[config.mk]
export PLATFORM = sky130hd
export DESIGN_NAME = ste_lmc1992_flat
export DESIGN_NICKNAME = d
export VERILOG_FILES = /design/src/rtl/ste_lmc1992_if.sv /design/src/rtl/ste_lmc1992.sv /design/src/flat_wrapper.sv
export SDC_FILE = /design/constraint.sdc
export NUM_CORES = 1
export LEC_CHECK = 0
export CAP_MARGIN = 20
export CELL_PAD_IN_SITES_DETAIL_PLACEMENT = 1
export CELL_PAD_IN_SITES_GLOBAL_PLACEMENT = 2
export CORE_AREA = 2 2 204 206
export DETAILED_ROUTE_END_ITERATION = 7
export DIE_AREA = 0 0 206 208
export GPL_TIMING_DRIVEN = 0
export PLACE_DENSITY = 0.84
export SKIP_LAST_GASP = 1
export SLEW_MARGIN = 20
export SYNTH_ARGS = -nofsm -noshare
export SYNTH_HDL_FRONTEND = slang
export SYNTH_SLANG_ARGS = --single-unit
[constraint.sdc]
create_clock -name clk32 -period 8.4 [get_ports clk32]
set_input_delay 1.26 -clock clk32 [delete_from_list [all_inputs] [get_ports clk32]]
set_output_delay 1.26 -clock clk32 [all_outputs]
set_load 0.005 [all_outputs]
[src/rtl/ste_lmc1992_if.sv]
// Port bundle for the LMC1992 stage: microwire receive, audio inputs and
// processed sample/DAC/tone-setting outputs.
interface ste_lmc1992_if;
    logic        mw_bit_stb;
    logic        mw_clk;
    logic        mw_data;
    logic        mw_done;
    logic [7:0]  dma_l;
    logic [7:0]  dma_r;
    logic [7:0]  ym_audio;
    logic [15:0] out_l;
    logic [15:0] out_r;
    logic        dac_l;
    logic        dac_r;
    logic [3:0]  bass;
    logic [3:0]  treble;
    logic [1:0]  mix_mode;

    modport master (
        output mw_bit_stb, mw_clk, mw_data, mw_done, dma_l, dma_r, ym_audio,
        input  out_l, out_r, dac_l, dac_r, bass, treble, mix_mode
    );

    modport slave (
        input  mw_bit_stb, mw_clk, mw_data, mw_done, dma_l, dma_r, ym_audio,
        output out_l, out_r, dac_l, dac_r, bass, treble, mix_mode
    );
endinterface

[src/rtl/ste_lmc1992.sv]
// LMC1992 volume/tone controller emulation: microwire command receiver,
// DMA/YM mixer with 2 dB attenuation steps, and per-channel sigma-delta DACs.
module ste_lmc1992 (
    input  logic         clk32,
    input  logic         reset,
    ste_lmc1992_if.slave bus
);

    // Splits an attenuation in 2 dB steps into a 6 dB shift count and a mantissa.
    function automatic logic [13:0] gain_split(input logic [5:0] n);
        logic [5:0] q;
        logic [5:0] r;
        logic [8:0] m;
        q = n / 6'd3;
        r = n - (q * 6'd3);
        case (r)
            6'd0:    m = 9'd256;
            6'd1:    m = 9'd203;
            default: m = 9'd161;
        endcase
        return {q[4:0], m};
    endfunction

    function automatic logic [3:0] clamp_tone(input logic [3:0] d);
        return (d > 4'd12) ? 4'd12 : d;
    endfunction

    function automatic logic [4:0] clamp_side(input logic [4:0] d);
        return (d > 5'd20) ? 5'd20 : d;
    endfunction

    logic [10:0] sr_r;
    logic [3:0]  cnt_r;
    logic        done_d_r;
    logic [10:0] sr_next_s;
    logic [3:0]  cnt_next_s;
    logic        shift_s;
    logic        done_edge_s;
    logic        cmd_ok_s;

    logic [5:0]  master_r;
    logic [4:0]  left_r;
    logic [4:0]  right_r;
    logic [3:0]  bass_r;
    logic [3:0]  treble_r;
    logic [1:0]  mix_r;

    logic [7:0]         dma_s      [2];
    logic [4:0]         side_s     [2];
    logic [8:0]         s_next_s   [2];
    logic [5:0]         n_s        [2];
    logic [13:0]        split_s    [2];
    logic [17:0]        prod_s     [2];
    logic [5:0]         shamt_s    [2];
    logic [16:0]        sd_sum_s   [2];
    logic signed [8:0]  s_r        [2];
    logic [4:0]         k_r        [2];
    logic [8:0]         mant_r     [2];
    logic signed [17:0] p_r        [2];
    logic [4:0]         k2_r       [2];
    logic [15:0]        out_r      [2];
    logic [15:0]        acc_r      [2];
    logic               dac_r      [2];

    assign shift_s     = bus.mw_bit_stb & bus.mw_clk;
    assign done_edge_s = bus.mw_done & ~done_d_r;
    // A bit arriving together with the done edge is part of the command being decoded.
    assign cmd_ok_s    = done_edge_s && (cnt_next_s >= 4'd11) && (sr_next_s[10:9] == 2'b10);

    // Next shift-register / bit-count values for the current microwire period.
    always_comb begin
        sr_next_s  = sr_r;
        cnt_next_s = cnt_r;
        if (shift_s) begin
            sr_next_s = {sr_r[9:0], bus.mw_data};
            if (cnt_r == 4'd15) begin
                cnt_next_s = 4'd15;
            end else begin
                cnt_next_s = cnt_r + 4'd1;
            end
        end else begin
            sr_next_s  = sr_r;
            cnt_next_s = cnt_r;
        end
    end

    // Microwire receiver state; a done edge always starts a fresh transfer.
    always_ff @(posedge clk32) begin
        if (reset) begin
            sr_r     <= 11'd0;
            cnt_r    <= 4'd0;
            done_d_r <= 1'b0;
        end else begin
            done_d_r <= bus.mw_done;
            if (done_edge_s) begin
                sr_r  <= 11'd0;
                cnt_r <= 4'd0;
            end else begin
                sr_r  <= sr_next_s;
                cnt_r <= cnt_next_s;
            end
        end
    end

    // Command decode into the LMC1992 register file, with range clamping.
    always_ff @(posedge clk32) begin
        if (reset) begin
            master_r <= 6'd40;
            left_r   <= 5'd20;
            right_r  <= 5'd20;
            bass_r   <= 4'd6;
            treble_r <= 4'd6;
            mix_r    <= 2'b01;
        end else if (cmd_ok_s) begin
            case (sr_next_s[8:6])
                3'b000:  mix_r    <= sr_next_s[1:0];
                3'b001:  bass_r   <= clamp_tone(sr_next_s[3:0]);
                3'b010:  treble_r <= clamp_tone(sr_next_s[3:0]);
                3'b011:  master_r <= (sr_next_s[5:0] > 6'd40) ? 6'd40 : sr_next_s[5:0];
                3'b100:  right_r  <= clamp_side(sr_next_s[4:0]);
                3'b101:  left_r   <= clamp_side(sr_next_s[4:0]);
                default: mix_r    <= mix_r;
            endcase
        end else begin
            mix_r <= mix_r;
        end
    end

    assign dma_s[0]  = bus.dma_l;
    assign dma_s[1]  = bus.dma_r;
    assign side_s[0] = left_r;
    assign side_s[1] = right_r;

    // Per-channel datapath arithmetic; 9-bit wraparound is exact since the mix stays in -256..254.
    always_comb begin
        for (int c = 0; c < 2; c++) begin
            if (mix_r == 2'b01) begin
                s_next_s[c] = {1'b0, dma_s[c]} + {1'b0, bus.ym_audio} - 9'd256;
            end else begin
                s_next_s[c] = {1'b0, dma_s[c]} - 9'd128;
            end
            n_s[c]      = (6'd40 - master_r) + (6'd20 - {1'b0, side_s[c]});
            split_s[c]  = gain_split(n_s[c]);
            prod_s[c]   = {{9{s_r[c][8]}}, s_r[c]} * {9'd0, mant_r[c]};
            shamt_s[c]  = {1'b0, k2_r[c]} + 6'd1;
            sd_sum_s[c] = {1'b0, acc_r[c]} + {1'b0, out_r[c] ^ 16'h8000};
        end
    end

    // Three-stage gain pipeline followed by the first-order sigma-delta modulators.
    always_ff @(posedge clk32) begin
        for (int c = 0; c < 2; c++) begin
            if (reset) begin
                s_r[c]    <= 9'sd0;
                k_r[c]    <= 5'd0;
                mant_r[c] <= 9'd0;
                p_r[c]    <= 18'sd0;
                k2_r[c]   <= 5'd0;
                out_r[c]  <= 16'd0;
                acc_r[c]  <= 16'd0;
                dac_r[c]  <= 1'b0;
            end else begin
                s_r[c]    <= s_next_s[c];
                k_r[c]    <= split_s[c][13:9];
                mant_r[c] <= split_s[c][8:0];
                p_r[c]    <= prod_s[c];
                k2_r[c]   <= k_r[c];
                out_r[c]  <= 16'(p_r[c] >>> shamt_s[c]);
                acc_r[c]  <= sd_sum_s[c][15:0];
                dac_r[c]  <= sd_sum_s[c][16];
            end
        end
    end

    assign bus.out_l    = out_r[0];
    assign bus.out_r    = out_r[1];
    assign bus.dac_l    = dac_r[0];
    assign bus.dac_r    = dac_r[1];
    assign bus.bass     = bass_r;
    assign bus.treble   = treble_r;
    assign bus.mix_mode = mix_r;

endmodule

[src/flat_wrapper.sv]
// flat-port wrapper written by rule: the top's interface ports become plain ports
module ste_lmc1992_flat 
  (clk32, reset, bus_mw_bit_stb, bus_mw_clk, bus_mw_data, bus_mw_done, bus_dma_l, bus_dma_r, bus_ym_audio, bus_out_l, bus_out_r, bus_dac_l, bus_dac_r, bus_bass, bus_treble, bus_mix_mode);
  ste_lmc1992_if bus_i ();
  input  logic clk32;
  input  logic reset;
  input wire logic [$bits(bus_i.mw_bit_stb)-1:0] bus_mw_bit_stb;
  input wire logic [$bits(bus_i.mw_clk)-1:0] bus_mw_clk;
  input wire logic [$bits(bus_i.mw_data)-1:0] bus_mw_data;
  input wire logic [$bits(bus_i.mw_done)-1:0] bus_mw_done;
  input wire logic [$bits(bus_i.dma_l)-1:0] bus_dma_l;
  input wire logic [$bits(bus_i.dma_r)-1:0] bus_dma_r;
  input wire logic [$bits(bus_i.ym_audio)-1:0] bus_ym_audio;
  output wire logic [$bits(bus_i.out_l)-1:0] bus_out_l;
  output wire logic [$bits(bus_i.out_r)-1:0] bus_out_r;
  output wire logic [$bits(bus_i.dac_l)-1:0] bus_dac_l;
  output wire logic [$bits(bus_i.dac_r)-1:0] bus_dac_r;
  output wire logic [$bits(bus_i.bass)-1:0] bus_bass;
  output wire logic [$bits(bus_i.treble)-1:0] bus_treble;
  output wire logic [$bits(bus_i.mix_mode)-1:0] bus_mix_mode;
  assign bus_i.mw_bit_stb = bus_mw_bit_stb;
  assign bus_i.mw_clk = bus_mw_clk;
  assign bus_i.mw_data = bus_mw_data;
  assign bus_i.mw_done = bus_mw_done;
  assign bus_i.dma_l = bus_dma_l;
  assign bus_i.dma_r = bus_dma_r;
  assign bus_i.ym_audio = bus_ym_audio;
  assign bus_out_l = bus_i.out_l;
  assign bus_out_r = bus_i.out_r;
  assign bus_dac_l = bus_i.dac_l;
  assign bus_dac_r = bus_i.dac_r;
  assign bus_bass = bus_i.bass;
  assign bus_treble = bus_i.treble;
  assign bus_mix_mode = bus_i.mix_mode;
  ste_lmc1992 u_core (.clk32(clk32), .reset(reset), .bus(bus_i));
endmodule
======== After elaboration in Yosys (flattened, before gate mapping) ========
Memories as Yosys holds them, arrays and structs flattened.
Index checks and enable logic that the tools add are counted.
W data, S select, Z words.
word-level totals
  register bits after elaboration ......... 42
  memory bits (writable) .................. 158
  input bits .............................. 30
  output and inout bits ................... 44
  word-level logic and storage cells ...... 119
  memories kept ........................... 8
operators by class
  add/subtract/negate cells ............... 18
  multipliers ............................. 4
  divide/modulo/power cells ............... 2
  magnitude comparators ................... 4
  eq/ne operators ......................... 10
  shift operators ......................... 2
  multiplexer cells ....................... 29
  bitwise gates (word level) .............. 21
  reduce and logical (&&, ||, !) cells .... 12
memory list
  memory           words  bits a word  read ports  clocked after Yosys merged registers in  wr ports  RTL line           text
  u_core.p_r       2      18           2           0                                        2         ste_lmc1992.sv:59  logic signed [17:0] p_r [2];
  u_core.acc_r     2      16           2           0                                        2         ste_lmc1992.sv:62  logic [15:0] acc_r [2];
  u_core.out_r     2      16           2           0                                        2         ste_lmc1992.sv:61  logic [15:0] out_r [2];
  u_core.mant_r    2      9            2           0                                        2         ste_lmc1992.sv:58  logic [8:0] mant_r [2];
  u_core.s_r       2      9            2           0                                        2         ste_lmc1992.sv:56  logic signed [8:0] s_r [2];
  u_core.k2_r      2      5            2           0                                        2         ste_lmc1992.sv:60  logic [4:0] k2_r [2];
  2 more memories  n/a    n/a          n/a         n/a                                      n/a       n/a
operator list
  kind                   count
  $mux W16               4
  $mux W9                6
  $mul A9 B10 Y18        2
  $mux W18               2
  $pmux W9 S2            2
  $sshr A18 B6 Y16       2
  $add A16 B16 Y17       2
  $mux W5                5
  $add A8 B8 Y9          2
  $sub A8 B8 Y9 const B  2
  $sub A9 B9 Y9 const B  2
  $or A1 B1 Y1           16
  $add A5 B1 Y6 const B  2
  $add A6 B6 Y6          2
  $div A6 B2 Y6 const B  2
  $eq A6 B1 Y1 const B   2
  $logic_not A6 Y1       2
  $mul A6 B2 Y6 const B  2
  $mux W4                3
  $reduce_and A2 Y1      6
  $sub A5 B5 Y6 const A  2
  $sub A6 B6 Y6          2
  $mux W11               1
  $eq A3 B2 Y1 const B   2
  other kinds (18)       27

======== Depth between registers and ports, before layout ========
  depth after elaboration ................. 8
  depth in mapped cells ................... 33
  mapped depth without buffers ............ 33

======== Worst setup path after synthesis ========
No wires, ideal clock.
  path kind ............................... register to register
  start point ............................. register u_core.master_r[0]
  end point ............................... memory u_core.mant_r[0][6]
  setup time .............................. 0.080 ns
  arrival ................................. 6.744 ns
  required time ........................... 8.320 ns
  slack ................................... 1.576 ns
  cell stages (with the launch flop) ...... 29
  path buffers ............................ 0
  period minus slack after synthesis ...... 6.824 ns
  cell sequence ........................... dfxtp_1 -> o31a_1 -> or2_2 -> ha_1 -> ha_1 -> a21o_1 -> a21oi_1 -> xnor2_1 -> xor2_1 -> ha_1 -> ha_1 -> or2_2 -> o2111ai_1 -> a21boi_0 -> o21ai_1 -> ha_1 -> or4_4 -> a211o_1 -> a22o_1 -> ha_1 -> inv_1 -> fa_1 -> and2_1 -> o21a_1 -> nor3_1 -> a21oi_1 -> o32a_1 -> nor4_1 -> nor3b_1
RTL lines
  item                      RTL line            text
  start: declaration        ste_lmc1992.sv:41   logic [5:0] master_r;
  start signal: assignment  ste_lmc1992.sv:119  3'b011: master_r <= (sr_next_s[5:0] > 6'd40) ? 6'd40 : sr_next_s[5:0];
  end: declaration          ste_lmc1992.sv:58

==> summary.txt <==
STA
  – Setup WS post-layout: approximately 0.66 ns
  – RSZ-0062 raised after global routing: false
  – Setup tns final: 0 ns
  – Slew @ Worst Pin: 0.995 ns
  – Post-route minimum period: around 7.7 ns
  – Max_slew headroom: roughly a third
  – Final period util: between 90% and 100%
  – Setup violations, final: 0
  – Max Freq: approximately 130 MHz
  – Final Hold Fails: 0
  – Layout Skew: about 0.012 ns
  – Slew Viols, Final: 0

CTS
  – CTS Hold Bufs: 0
  – Worst-Skew Late Latency: between 0.4 and 0.5 ns
  – Clock Tree Buf Depth: 2
  – Cts bufs inserted: 17
  – Post_cts resized: 0
  – Clock Tree Root: clkbuf_16
  – Setup bufs post-CTS: 0
  – Clock sinks: 190
  – CTS tree: yes
  – H-tree depth: 4
  – Clock slew at reported path FFs: approximately 0.070 ns

Worst setup path
  – Worst setup path class: flop to flop
  – Critical Path AT: ~8.1 ns
  – CP max stage delay: approximately 0.59 ns
  – Critical path required time: just under 9 ns
  – CP max FO: 6
  – Most frequent CP cell: ha_1
  – Worst path slowest cell: nor4_2
  – Startpoint class of the critical path: flop
  – Crit. End Element: flop

Global route
  – Gr usage total: 20.8%
  – Largest net degree at the start of global routing: 19
  – Initial antenna violation count: 1
  – Vias in the first global route: 13713
  – Congestion Overflow GR: 0
  – First-pass GRT wire length: 71.1 mm

Routing
  – Drc violations: 0
  – Via Count: roughly 13000
  – 1st-iter DRT viols: ~400
  – Vias per cell: between 5 and 6
  – Drt total wl: ~42 mm
  – First drt pass iteration count: 5
  – Antenna Nets Post-Route: 0
  – Routed WL per cell: ~17 um

Logic synthesis
  – Post-synthesis simple-gate area fraction: 16.7%
  – Yosys top cell area share: 24.3%
  – Post-synth EDFFs: 0
  – Compound-Gate Fraction of Synth Area: 13.7%
  – Ys flop type: dfxtp_1
  – Yosys top cell by area: dfxtp_1
  – Synth async-reset ratio: 0%
  – Synth top area cells: dfxtp_1, ha_1, fa_1
  – Post-Syn Instances: around 1800
  – Largest family of logic cells by synthesized area: adder cells
  – Mapped Area: 15600 um^2
  – Synth Area in Adders: between 20% and 30%
  – Yosys reg bits: 190
  – Sequential share of the synthesized area: 24.3%
  – Post-Synthesis Mean Instance Area: ~8.7 um^2
  – Mux cell area share after synthesis: 5.93%
  – Synth unique cells: 78
  – XOR/XNOR Fraction of Synth Area: around 5%
  – Net count after synthesis: around 2100
  – Yosys warnings: 0

Placement
  – Placer Congestion: about 0.88
  – Setup Slack @ Placement: between 0.3 and 0.4 ns
  – DP HPWL: roughly 35 mm
  – I/O Buffers: between 70 and 80

Min path
  – Hold Crit Class: flop to flop

Cells and area
  – Most common cell after layout, fill and taps aside: ha_1
  – Layout Nets: between 2000 and 2500
  – Layout area overhead: 12.8%
  – # fillers: 4777
  – Area occupied by multi-input gates: between 10000 and 15000 um^2
  – Fraction of layout cells with a size suffix above 1: 4.96%
  – Register area: 3800 um^2
  – Most frequent cells in the layout: ha_1, inv_1, dfxtp_1
  – Final Util: between 40% and 50%

Pwr
  – Combinational share of power: 17.6%
  – Sw frac: between 20 and 30%
  – Switching component of the power: 0.000653 W
  – Pwr dens: about 130 nW/um^2
  – Worst vdd ir: approximately 120 uV
  – Power share of the sequential group: between 40% and 50%
  – Pint: approximately 0.0016 W
  – Leak: ~8.4 nW
  – Clock Power Share: between 30% and 40%

Floorplan
  – DIE AREA: 42800 um^2
  – IO Pins: 74
  – CORE AREA: about 41000 um^2
  – Starting density of the core: between 30% and 40%
  – Die span in y: between 200 and 250 um
  – Row Count: 74
  – Die width: 206 um

Job
  – Max-cap check violation count: 0

Status
  – Status: finished clean
==> synth_stat cells, types with 4 or more instances <==
master,number
ha_1,219
mux4_2,10
nor4_1,5
fa_1,82
nor3b_1,4
o21bai_1,13
o211ai_1,12
o22ai_1,4
dfxtp_1,190
and2_1,71
a31oi_1,13
buf_1,5
xnor2_1,42
a21o_1,36
buf_2,8
nand2b_1,16
mux2_2,17
nand3_1,31
a2111oi_0,4
nand2_1,145
nor2_1,152
and3_1,16
or3_1,5
o21a_1,7
o41ai_1,4
inv_1,206
xor2_1,38
o31ai_1,6
nor2b_1,47
a21oi_1,133
a211oi_1,6
o21ai_0,68
or2_2,4
clkbuf_1,33
mux2i_1,51
nor3_1,21
==> final timing paths <==
check,endpoint,slack (ns),depth (start not counted),start
setup / recovery,u_core.mant_r[0][6],0.66,31,u_core.master_r[0]
hold / removal,u_core.k2_r[1][3],0.45,1,u_core.k_r[1][3]
setup reg to reg,u_core.mant_r[0][6],0.66,31,u_core.master_r[0]
hold reg to reg,u_core.k2_r[1][3],0.45,1,u_core.k_r[1][3]
==> power by group through the flow <==
stage	sequential (W)	clock, W	combinational, W
floorplan	0.000984	0	0.000265
global placement	0.000998	0	0.000378
detailed placement	0.00100	0	0.000389
CTS	0.000979	0.000876	0.000396
global route	0.000984	0.000912	0.000444
finish	0.000979	0.000846	0.000389
==> state kept, by name (all words and copies together) (netlist names), 2 cells and up <==
register	cells
u_core.master_r	6
u_core.mant_r	8
u_core.right_r	5
u_core.bus.bass	4
u_core.cnt_r	4
u_core.sr_r	11
u_core.p_r	36
u_core.bus.treble	4
u_core.k2_r	10
u_core.bus.mix_mode	2
u_core.dac_r	2
u_core.k_r	10
u_core.out_r	32
u_core.s_r	18
u_core.acc_r	32
u_core.left_r	5
==> cells by family (layout without fill, tap and decap cells) <==
kind of cell,after synthesis,count (layout)
fa+ha+maj,301,301
simple gates,538,538
other cells,0,1
mux,78,78
compound gates,343,343
xor+xnor,85,85
flops,190,190
buf+inv,255,360
==> cell type report <==
cell class	count	area share, %
plain buffers	48	1.13
multi-input cells	1345	61.6
clock inverters	15	0.992
flip-flops and latches	190	21.5
clock buffers	17	2.41
well taps	532	3.77
diodes	1	0.0142
inverters	207	4.40
repair buffers	73	4.14
==> worst max-delay path, delay by kind of cell, from the launching register on <==
kind            cells  cell delay, ns
fa+ha+maj           9            2.86
simple gates        6            2.10
compound gates     10            1.73
flops               1            0.35
xor+xnor            2            0.35
buf+inv             4            0.28
==> per-stage QoR <==
stage	hold WS, ns	power [W]	cells	cell area (um^2)
4_1_cts	0.449	0.00225	2427	17600
3_3_place_gp	0.420	0.00138	2395	17000
3_5_place_dp	0.432	0.00139	2395	17000
2_1_floorplan	0.414	0.00125	1790	15600
6_report	0.450	0.00221	2428	17700
5_1_grt	0.471	0.00234	2427	17700
==> per-layer routing <==
| metal | global-route usage [%] | wire length, um | up-vias |
|---|---|---|---|
| met5 | 0 | 0 | - |
| met4 | 5.64 | 709 | 0 |
| met3 | 2.37 | 852 | 39 |
| met2 | 36.8 | 21200 | 126 |
| met1 | 26.6 | 19400 | 6182 |
| li1 | - | - | 6247 |
(Power assumes the default switching activity.)
